[src/rtl/myfunction.sv]
// Shared AES helpers for key expansion: key-length decode, Nk/Nr lookup,
// and the FIPS-197 S-box, RotWord, SubWord and Rcon primitives.
package myfunction;

  localparam int unsigned WORDW = 32;
  localparam int unsigned RKW   = 128;
  localparam int unsigned CNTW  = 6;

  typedef enum logic [1:0] {
    KL128 = 2'b00,
    KL192 = 2'b01,
    KL256 = 2'b10
  } key_len_e;

  typedef enum logic [1:0] {
    IDLE,
    GEN,
    HOLD,
    DRAIN
  } ks_state_e;

  // The reserved encoding 2'b11 falls back to AES-128.
  function automatic key_len_e kl_decode(input logic [1:0] kl);
    case (kl)
      2'b01:   return KL192;
      2'b10:   return KL256;
      default: return KL128;
    endcase
  endfunction

  function automatic logic [3:0] nk_of(input key_len_e kl);
    case (kl)
      KL192:   return 4'd6;
      KL256:   return 4'd8;
      default: return 4'd4;
    endcase
  endfunction

  function automatic logic [3:0] nr_of(input key_len_e kl);
    case (kl)
      KL192:   return 4'd12;
      KL256:   return 4'd14;
      default: return 4'd10;
    endcase
  endfunction

  // S-box entry 0x00 sits in the most significant byte.
  localparam logic [2047:0] SBOX = {
    128'h637c777bf26b6fc53001672bfed7ab76, 128'hca82c97dfa5947f0add4a2af9ca472c0,
    128'hb7fd9326363ff7cc34a5e5f171d83115, 128'h04c723c31896059a071280e2eb27b275,
    128'h09832c1a1b6e5aa0523bd6b329e32f84, 128'h53d100ed20fcb15b6acbbe394a4c58cf,
    128'hd0efaafb434d338545f9027f503c9fa8, 128'h51a3408f929d38f5bcb6da2110fff3d2,
    128'hcd0c13ec5f974417c4a77e3d645d1973, 128'h60814fdc222a908846eeb814de5e0bdb,
    128'he0323a0a4906245cc2d3ac629195e479, 128'he7c8376d8dd54ea96c56f4ea657aae08,
    128'hba78252e1ca6b4c6e8dd741f4bbd8b8a, 128'h703eb5664803f60e613557b986c11d9e,
    128'he1f8981169d98e949b1e87e9ce5528df, 128'h8ca1890dbfe6426841992d0fb054bb16
  };

  function automatic logic [7:0] sbox(input logic [7:0] b);
    logic [10:0] base;
    base = {8'hff - b, 3'b000};
    return SBOX[base +: 8];
  endfunction

  function automatic logic [WORDW-1:0] sub_word(input logic [WORDW-1:0] w);
    return {sbox(w[31:24]), sbox(w[23:16]), sbox(w[15:8]), sbox(w[7:0])};
  endfunction

  function automatic logic [WORDW-1:0] rot_word(input logic [WORDW-1:0] w);
    return {w[23:0], w[31:24]};
  endfunction

  function automatic logic [WORDW-1:0] rcon(input logic [3:0] j);
    logic [7:0] rc;
    case (j)
      4'd1:    rc = 8'h01;
      4'd2:    rc = 8'h02;
      4'd3:    rc = 8'h04;
      4'd4:    rc = 8'h08;
      4'd5:    rc = 8'h10;
      4'd6:    rc = 8'h20;
      4'd7:    rc = 8'h40;
      4'd8:    rc = 8'h80;
      4'd9:    rc = 8'h1b;
      4'd10:   rc = 8'h36;
      default: rc = 8'h00;
    endcase
    return {rc, 24'h000000};
  endfunction

endpackage

[src/rtl/aes_key_word.sv]
// Combinational next-word unit of the AES key expansion: w[i] from
// w[i-Nk], w[i-1] and the position of i within the current Nk block.
module aes_key_word
  import myfunction::*;
(
  input  logic [WORDW-1:0] w_nk,
  input  logic [WORDW-1:0] w_prev,
  input  logic [2:0]       idx_mod,
  input  logic [3:0]       idx_div,
  input  logic [3:0]       nk,
  output logic [WORDW-1:0] w
);

  logic [WORDW-1:0] t;

  always_comb begin
    t = w_prev;
    if (idx_mod == 3'd0) begin
      t = sub_word(rot_word(w_prev)) ^ rcon(idx_div);
    end else if (nk == 4'd8 && idx_mod == 3'd4) begin
      t = sub_word(w_prev);
    end
    w = w_nk ^ t;
  end

endmodule

[src/rtl/aes_key_sched.sv]
// Iterative AES-128/192/256 key scheduler: one expanded word per cycle,
// round keys handed out as 128-bit words over a valid/ready stream.
module aes_key_sched
  import myfunction::*;
#(
  parameter int unsigned KEYW = 256,
  parameter int unsigned IDXW = 4
) (
  input  logic            clk,
  input  logic            rst,
  input  logic            start,
  input  logic [1:0]      key_len,
  input  logic [KEYW-1:0] key,
  output logic            busy,
  output logic            rk_valid,
  input  logic            rk_ready,
  output logic [RKW-1:0]  rk,
  output logic [IDXW-1:0] rk_idx,
  output logic            done
);

  ks_state_e        state_q, state_d;
  logic [KEYW-1:0]  key_q;
  key_len_e         kl_q;
  logic [CNTW-1:0]  cnt_q;
  logic [2:0]       mod_q;
  logic [3:0]       div_q;
  logic [WORDW-1:0] win_q [8];
  logic [WORDW-1:0] asm_q [4];
  logic [3:0]       nk, nr;
  logic [CNTW-1:0]  total;
  logic             last_word, accept, out_free;
  logic [WORDW-1:0] key_word, rule_word, w_new;
  logic             gen_c, load_gen_c, load_hold_c;

  assign nk        = nk_of(kl_q);
  assign nr        = nr_of(kl_q);
  assign total     = CNTW'({nr, 2'b00}) + CNTW'(4);
  assign last_word = (cnt_q == total - CNTW'(1));
  assign accept    = rk_valid && rk_ready;
  assign out_free  = !rk_valid || rk_ready;
  assign key_word  = key_q[{~cnt_q[2:0], 5'b00000} +: WORDW];
  assign w_new     = (cnt_q < CNTW'(nk)) ? key_word : rule_word;
  assign busy      = (state_q != IDLE);
  assign done      = (state_q == DRAIN) && accept;

  aes_key_word u_word (
    .w_nk    (win_q[3'(nk - 4'd1)]),
    .w_prev  (win_q[0]),
    .idx_mod (mod_q),
    .idx_div (div_q),
    .nk      (nk),
    .w       (rule_word)
  );

  always_ff @(posedge clk) begin
    if (rst) state_q <= IDLE;
    else     state_q <= state_d;
  end

  // A full assembly register with a blocked output parks in HOLD.
  always_comb begin
    state_d     = state_q;
    gen_c       = 1'b0;
    load_gen_c  = 1'b0;
    load_hold_c = 1'b0;
    case (state_q)
      IDLE: if (start) state_d = GEN;
      GEN: begin
        gen_c = 1'b1;
        if (cnt_q[1:0] == 2'd3) begin
          if (out_free) begin
            load_gen_c = 1'b1;
            if (last_word) state_d = DRAIN;
          end else begin
            state_d = HOLD;
          end
        end
      end
      HOLD: begin
        if (rk_ready) begin
          load_hold_c = 1'b1;
          state_d     = (cnt_q == total) ? DRAIN : GEN;
        end
      end
      DRAIN: if (accept) state_d = IDLE;
      default: state_d = IDLE;
    endcase
  end

  always_ff @(posedge clk) begin
    if (rst) begin
      key_q    <= '0;
      kl_q     <= KL128;
      cnt_q    <= '0;
      mod_q    <= '0;
      div_q    <= '0;
      rk       <= '0;
      rk_idx   <= '0;
      rk_valid <= 1'b0;
      for (int k = 0; k < 8; k++) win_q[k] <= '0;
      for (int k = 0; k < 4; k++) asm_q[k] <= '0;
    end else begin
      if (state_q == IDLE && start) begin
        key_q <= key;
        kl_q  <= kl_decode(key_len);
        cnt_q <= '0;
        mod_q <= '0;
        div_q <= '0;
      end
      // i mod Nk and i / Nk advance together, avoiding a divider.
      if (gen_c) begin
        for (int k = 7; k > 0; k--) win_q[k] <= win_q[k-1];
        win_q[0]          <= w_new;
        asm_q[cnt_q[1:0]] <= w_new;
        cnt_q             <= cnt_q + CNTW'(1);
        if (mod_q == 3'(nk - 4'd1)) begin
          mod_q <= '0;
          div_q <= div_q + 4'd1;
        end else begin
          mod_q <= mod_q + 3'd1;
        end
      end
      if (load_gen_c) begin
        rk       <= {asm_q[0], asm_q[1], asm_q[2], w_new};
        rk_idx   <= IDXW'(cnt_q[5:2]);
        rk_valid <= 1'b1;
      end else if (load_hold_c) begin
        rk       <= {asm_q[0], asm_q[1], asm_q[2], asm_q[3]};
        rk_idx   <= rk_idx + IDXW'(1);
        rk_valid <= 1'b1;
      end else if (accept) begin
        rk_valid <= 1'b0;
      end
    end
  end

endmodule
[config.mk]
export PLATFORM = sky130hd
export DESIGN_NAME = aes_key_sched
export DESIGN_NICKNAME = d
export VERILOG_FILES = /design/src/rtl/myfunction.sv /design/src/rtl/aes_key_word.sv /design/src/rtl/aes_key_sched.sv
export SDC_FILE = /design/constraint.sdc
export NUM_CORES = 2
export LEC_CHECK = 0
export ABC_AREA = 0
export BUFFER_PORTS_ARGS = -buffer_cell sky130_fd_sc_hd__buf_2
export CORE_ASPECT_RATIO = 2
export CORE_MARGIN = 10
export CORE_UTILIZATION = 51
export DETAILED_ROUTE_END_ITERATION = 6
export PLACE_DENSITY = 0.77
export SETUP_SLACK_MARGIN = 0.2
export SYNTH_ARGS = -nofsm -noshare
export SYNTH_HDL_FRONTEND = slang
export SYNTH_SLANG_ARGS = --single-unit
[constraint.sdc]
create_clock -name clk -period 10.7 [get_ports clk]
set_input_delay 2.14 -clock clk [delete_from_list [all_inputs] [get_ports clk]]
set_output_delay 2.14 -clock clk [all_outputs]
set_load 0.03 [all_outputs]
==> summary.txt <==
Outcome
  • Status: complete, no violations

Final layout
  • Layout cells sized above 1: 0.156
  • Fill cells: 8047
  • Final net count: 5624
  • Area added between synthesis and finish: 9.32%
  • Post-route cell area: 50700 um2
  • Non-filler cells, final: 6528

Critical path
  • CP Capture Type: flop
  • CP Cell Sequence: buf_4 -> inv_1 -> ha_1 -> nor2b_1 -> nor3_1 -> a311oi_1 -> o22ai_1 -> a211oi_2 -> o22ai_1 -> mux2i_1 -> a211oi_1 -> nand2_1 -> nor2_1
  • Worst Setup EP: asm_q[0][27]$_SDFFCE_PN0P_
  • RR Endpoint: asm_q[0][27]$_SDFFCE_PN0P_
  • CP dominant cell by count: o22ai_1
  • Worst path depth: 13
  • Worst path slowest cell: nor2b_1
  • Critical setup path kind: flop to flop
  • Req. time, crit path: 11.24 ns
  • Reg2reg start: win_q[0][25]$_DFFE_PP_
  • Worst Path Max Fanout: 29
  • Crit-path max cell delay: 0.97 ns
  • CP Launch Point: win_q[0][25]$_DFFE_PP_
  • Critical path arrival: 6.43 ns
  • CP delay by family, top: compound AO/OA/AOI/OAI gates
  • R2R cell count: 13
  • CP Launch Type: flop
  • Crit path buf inv count: 2
  • R2R Setup Slk: 4.81 ns

Power
  • P_leak: 19.4 nW
  • PD cells: 157 nW/um2
  • Total power: 7.98 mW
  • Peak VDD IR: 0.161 mV

Placed design
  • Post-Place Cell Area: 48500 um2
  • Dpl cells: 6408
  • HPWL after DPL: 137000 um
  • PortBufs: 396
  • Final Wtd Congestion: 1.09

Global route
  • Largest net degree at the start of global routing: 139
  • Vias in the first global route: 42.7k
  • First-pass GRT wire length: 285000 um
  • Met1 GRT Util: 0.398
  • Met2 GRT Util: 0.584
  • Gr ovfl total: 0
  • Met3 usage: 0.0758
  • GRT Overall Usage: 0.363
  • Grt peak-use layer: met2
  • Initial antenna violation count: 7

Die
  • Effective utilization at floorplan: 0.513
  • Width of the die: 233 um
  • Rows: 156
  • DIE HEIGHT: 447 um
  • Core Box Area: 90400 um2
  • Boundary Pins: 397
  • Die Area: 104000 um2

Logic synthesis
  • Post-synth top area share: 0.248
  • XOR/XNOR Fraction of Synth Area: 0.00793
  • Synth area leader: edfxtp_1
  • Adder-Cell Fraction of Synth Area: 0.0202
  • #FFs+latches synth: 798
  • Count leader, synth: nand2_1
  • Most frequent cells after synthesis: nand2_1, a21oi_1, dfxtp_1
  • Post-Synthesis Cells: 5248
  • Yosys warns: 0
  • Post-synthesis compound-gate area fraction: 0.202
  • Number of synthesized flops with an enable pin: 384
  • Largest family of logic cells by synthesized area: simple AND/OR/NAND/NOR gates
  • Top post-synthesis cells by area: edfxtp_1, dfxtp_1, nand2_1
  • Yosys cell types: 91
  • Synth async-reset ratio: 0
  • Syn_nets: 5585
  • Simple-gate area share of the yosys netlist: 0.206
  • Top_reg_cell synth: dfxtp_1
  • Netlist Area Pre-Place: 46400 um2
  • Syn_area_per_cell: 8.84 um2
  • Post-synthesis mux area share: 0.0824
  • Seq/Total Area, Yosys: 0.427

Timing
  • Final hold vios: 0
  • Fmax achieved: 0.170 GHz
  • Max-slew headroom: 0.0784
  • Slew Limit Fails: 0
  • RSZ-0062 raised after global routing: no
  • Worst-Margin Slew: 1.38 ns
  • Final setup vio count: 0
  • Worst clock skew: 0.0644 ns
  • Fin crit period: 5.89 ns
  • Setup_tns: 0 ns
  • Final period util: 0.551

Clock network
  • Hold buffers post-CTS: 0
  • CTS tree: yes
  • Post-CTS setup buffers: 0
  • Clock sinks: 798
  • Reg clk slew, reported paths: 0.07 ns
  • CTS H-tree lvls: 2
  • Clock Path Buffers: 3
  • Cts repair resizes: 0
  • Worst-Skew Late Latency: 0.69 ns
  • Clock Tree Root: clkbuf_16
  • CTS Buf Count: 61

Routing
  • Routed vias/inst: 6.78
  • ANT nets after route: 0
  • Drt wl/cell: 29.8 um
  • Via count: 44.3k
  • # DRC: 0
  • DRT iter0 DRCs: 6138
  • Detailed Route WL: 195000 um
  • Pre-antenna DRT Iters: 6

Min path
  • Type of the worst min-delay path: flop to flop

Run
  • Total of max-cap violations: 0
[sequential cells by signal, summed over array words and instances, names as in the netlist, named ones only]
register  cells
win_q       256
rk_valid      1
state_q       2
asm_q       128
key_q       256
rk          128
cnt_q         6
mod_q         3
kl_q          2
rk_idx        4
div_q         4
[kinds of logic after synthesis]
| family | count (synthesis) |
|---|---|
| buf+inv | 602 |
| simple gates | 2062 |
| flops | 798 |
| mux | 209 |
| fa+ha+maj | 75 |
| xor+xnor | 42 |
| compound gates | 1460 |
[cell type report]
| type | count | area [um2] | share of cell area |
|---|---|---|---|
| Antenna cell | 5 | 12.5 | 0.000247 |
| Clock buffer | 72 | 1660 | 0.0328 |
| Clock inverter | 42 | 500 | 0.00987 |
| Inverter | 79 | 299 | 0.00589 |
| Multi-Input combinational cell | 3848 | 24200 | 0.476 |
| Sequential cell | 798 | 19800 | 0.391 |
| Tap cell | 1185 | 1480 | 0.0292 |
| Timing Repair Buffer | 499 | 2780 | 0.0549 |
[placed cells by master, fill, tap and decap left out, drive strengths merged, types with 40 or more instances in the layout]
| cell | Yosys | layout |
|---|---|---|
| nand3 | 114 | 114 |
| nand2 | 933 | 933 |
| nand2b | 108 | 108 |
| a31oi | 74 | 74 |
| and2 | 44 | 44 |
| nor2b | 91 | 91 |
| a211oi | 82 | 82 |
| a21oi | 592 | 592 |
| edfxtp | 384 | 384 |
| inv | 72 | 78 |
| nor3 | 127 | 127 |
| and3 | 227 | 227 |
| a311oi | 40 | 40 |
| mux4 | 136 | 136 |
| buf | 173 | 498 |
| dfxtp | 414 | 414 |
| clkbuf | 350 | 72 |
| ha | 75 | 75 |
| nor2 | 312 | 312 |
| o21ai | 212 | 212 |
| o211ai | 67 | 67 |
| mux2i | 53 | 53 |
[per-stage QoR]
step | hold slack, ns | worst slack, ns | util
2_1_floorplan | 0.433 | 2.33 | -
3_3_place_gp | 0.438 | 4.62 | 0.537
3_5_place_dp | 0.441 | 4.54 | 0.537
4_1_cts | 0.452 | 5.17 | 0.561
5_1_grt | 0.467 | 4.75 | 0.561
6_report | 0.448 | 4.81 | 0.561
[layer usage]
layer  vias to the layer above  routed length (um)
met5                         -                  22
met4                         4               21200
met3                       849               18900
met2                      3148               91600
met1                     21000               62900
li1                      19200                   -
[tightest hold or removal path, delay by kind of cell, from the launching register on]
family | cells | cell delay (ns)
AO/OA/AOI/OAI | 1 | 0.05
flip-flops | 1 | 0.31
AND/OR/NAND/NOR | 1 | 0.05
[worst min path at each step]
stage                                  from                       to  cells after the start
floorplan           key_q[178]$_SDFFE_PP0P_  key_q[178]$_SDFFE_PP0P_                      2
global placement       rk[122]$_SDFFE_PP0P_     rk[122]$_SDFFE_PP0P_                      2
detailed placement      rk[96]$_SDFFE_PP0P_      rk[96]$_SDFFE_PP0P_                      2
CTS                     rk[66]$_SDFFE_PP0P_      rk[66]$_SDFFE_PP0P_                      2
global route        key_q[183]$_SDFFE_PP0P_  key_q[183]$_SDFFE_PP0P_                      2
finish                  rk[66]$_SDFFE_PP0P_      rk[66]$_SDFFE_PP0P_                      2
[where the power goes]
part           switching [mW]  total, mW  internal, mW
logic                    1.38       1.98         0.604
clock network            1.16       2.50          1.34
registers               0.104       3.49          3.39
total                    2.64       7.98          5.33
(Power assumes the default switching activity.)
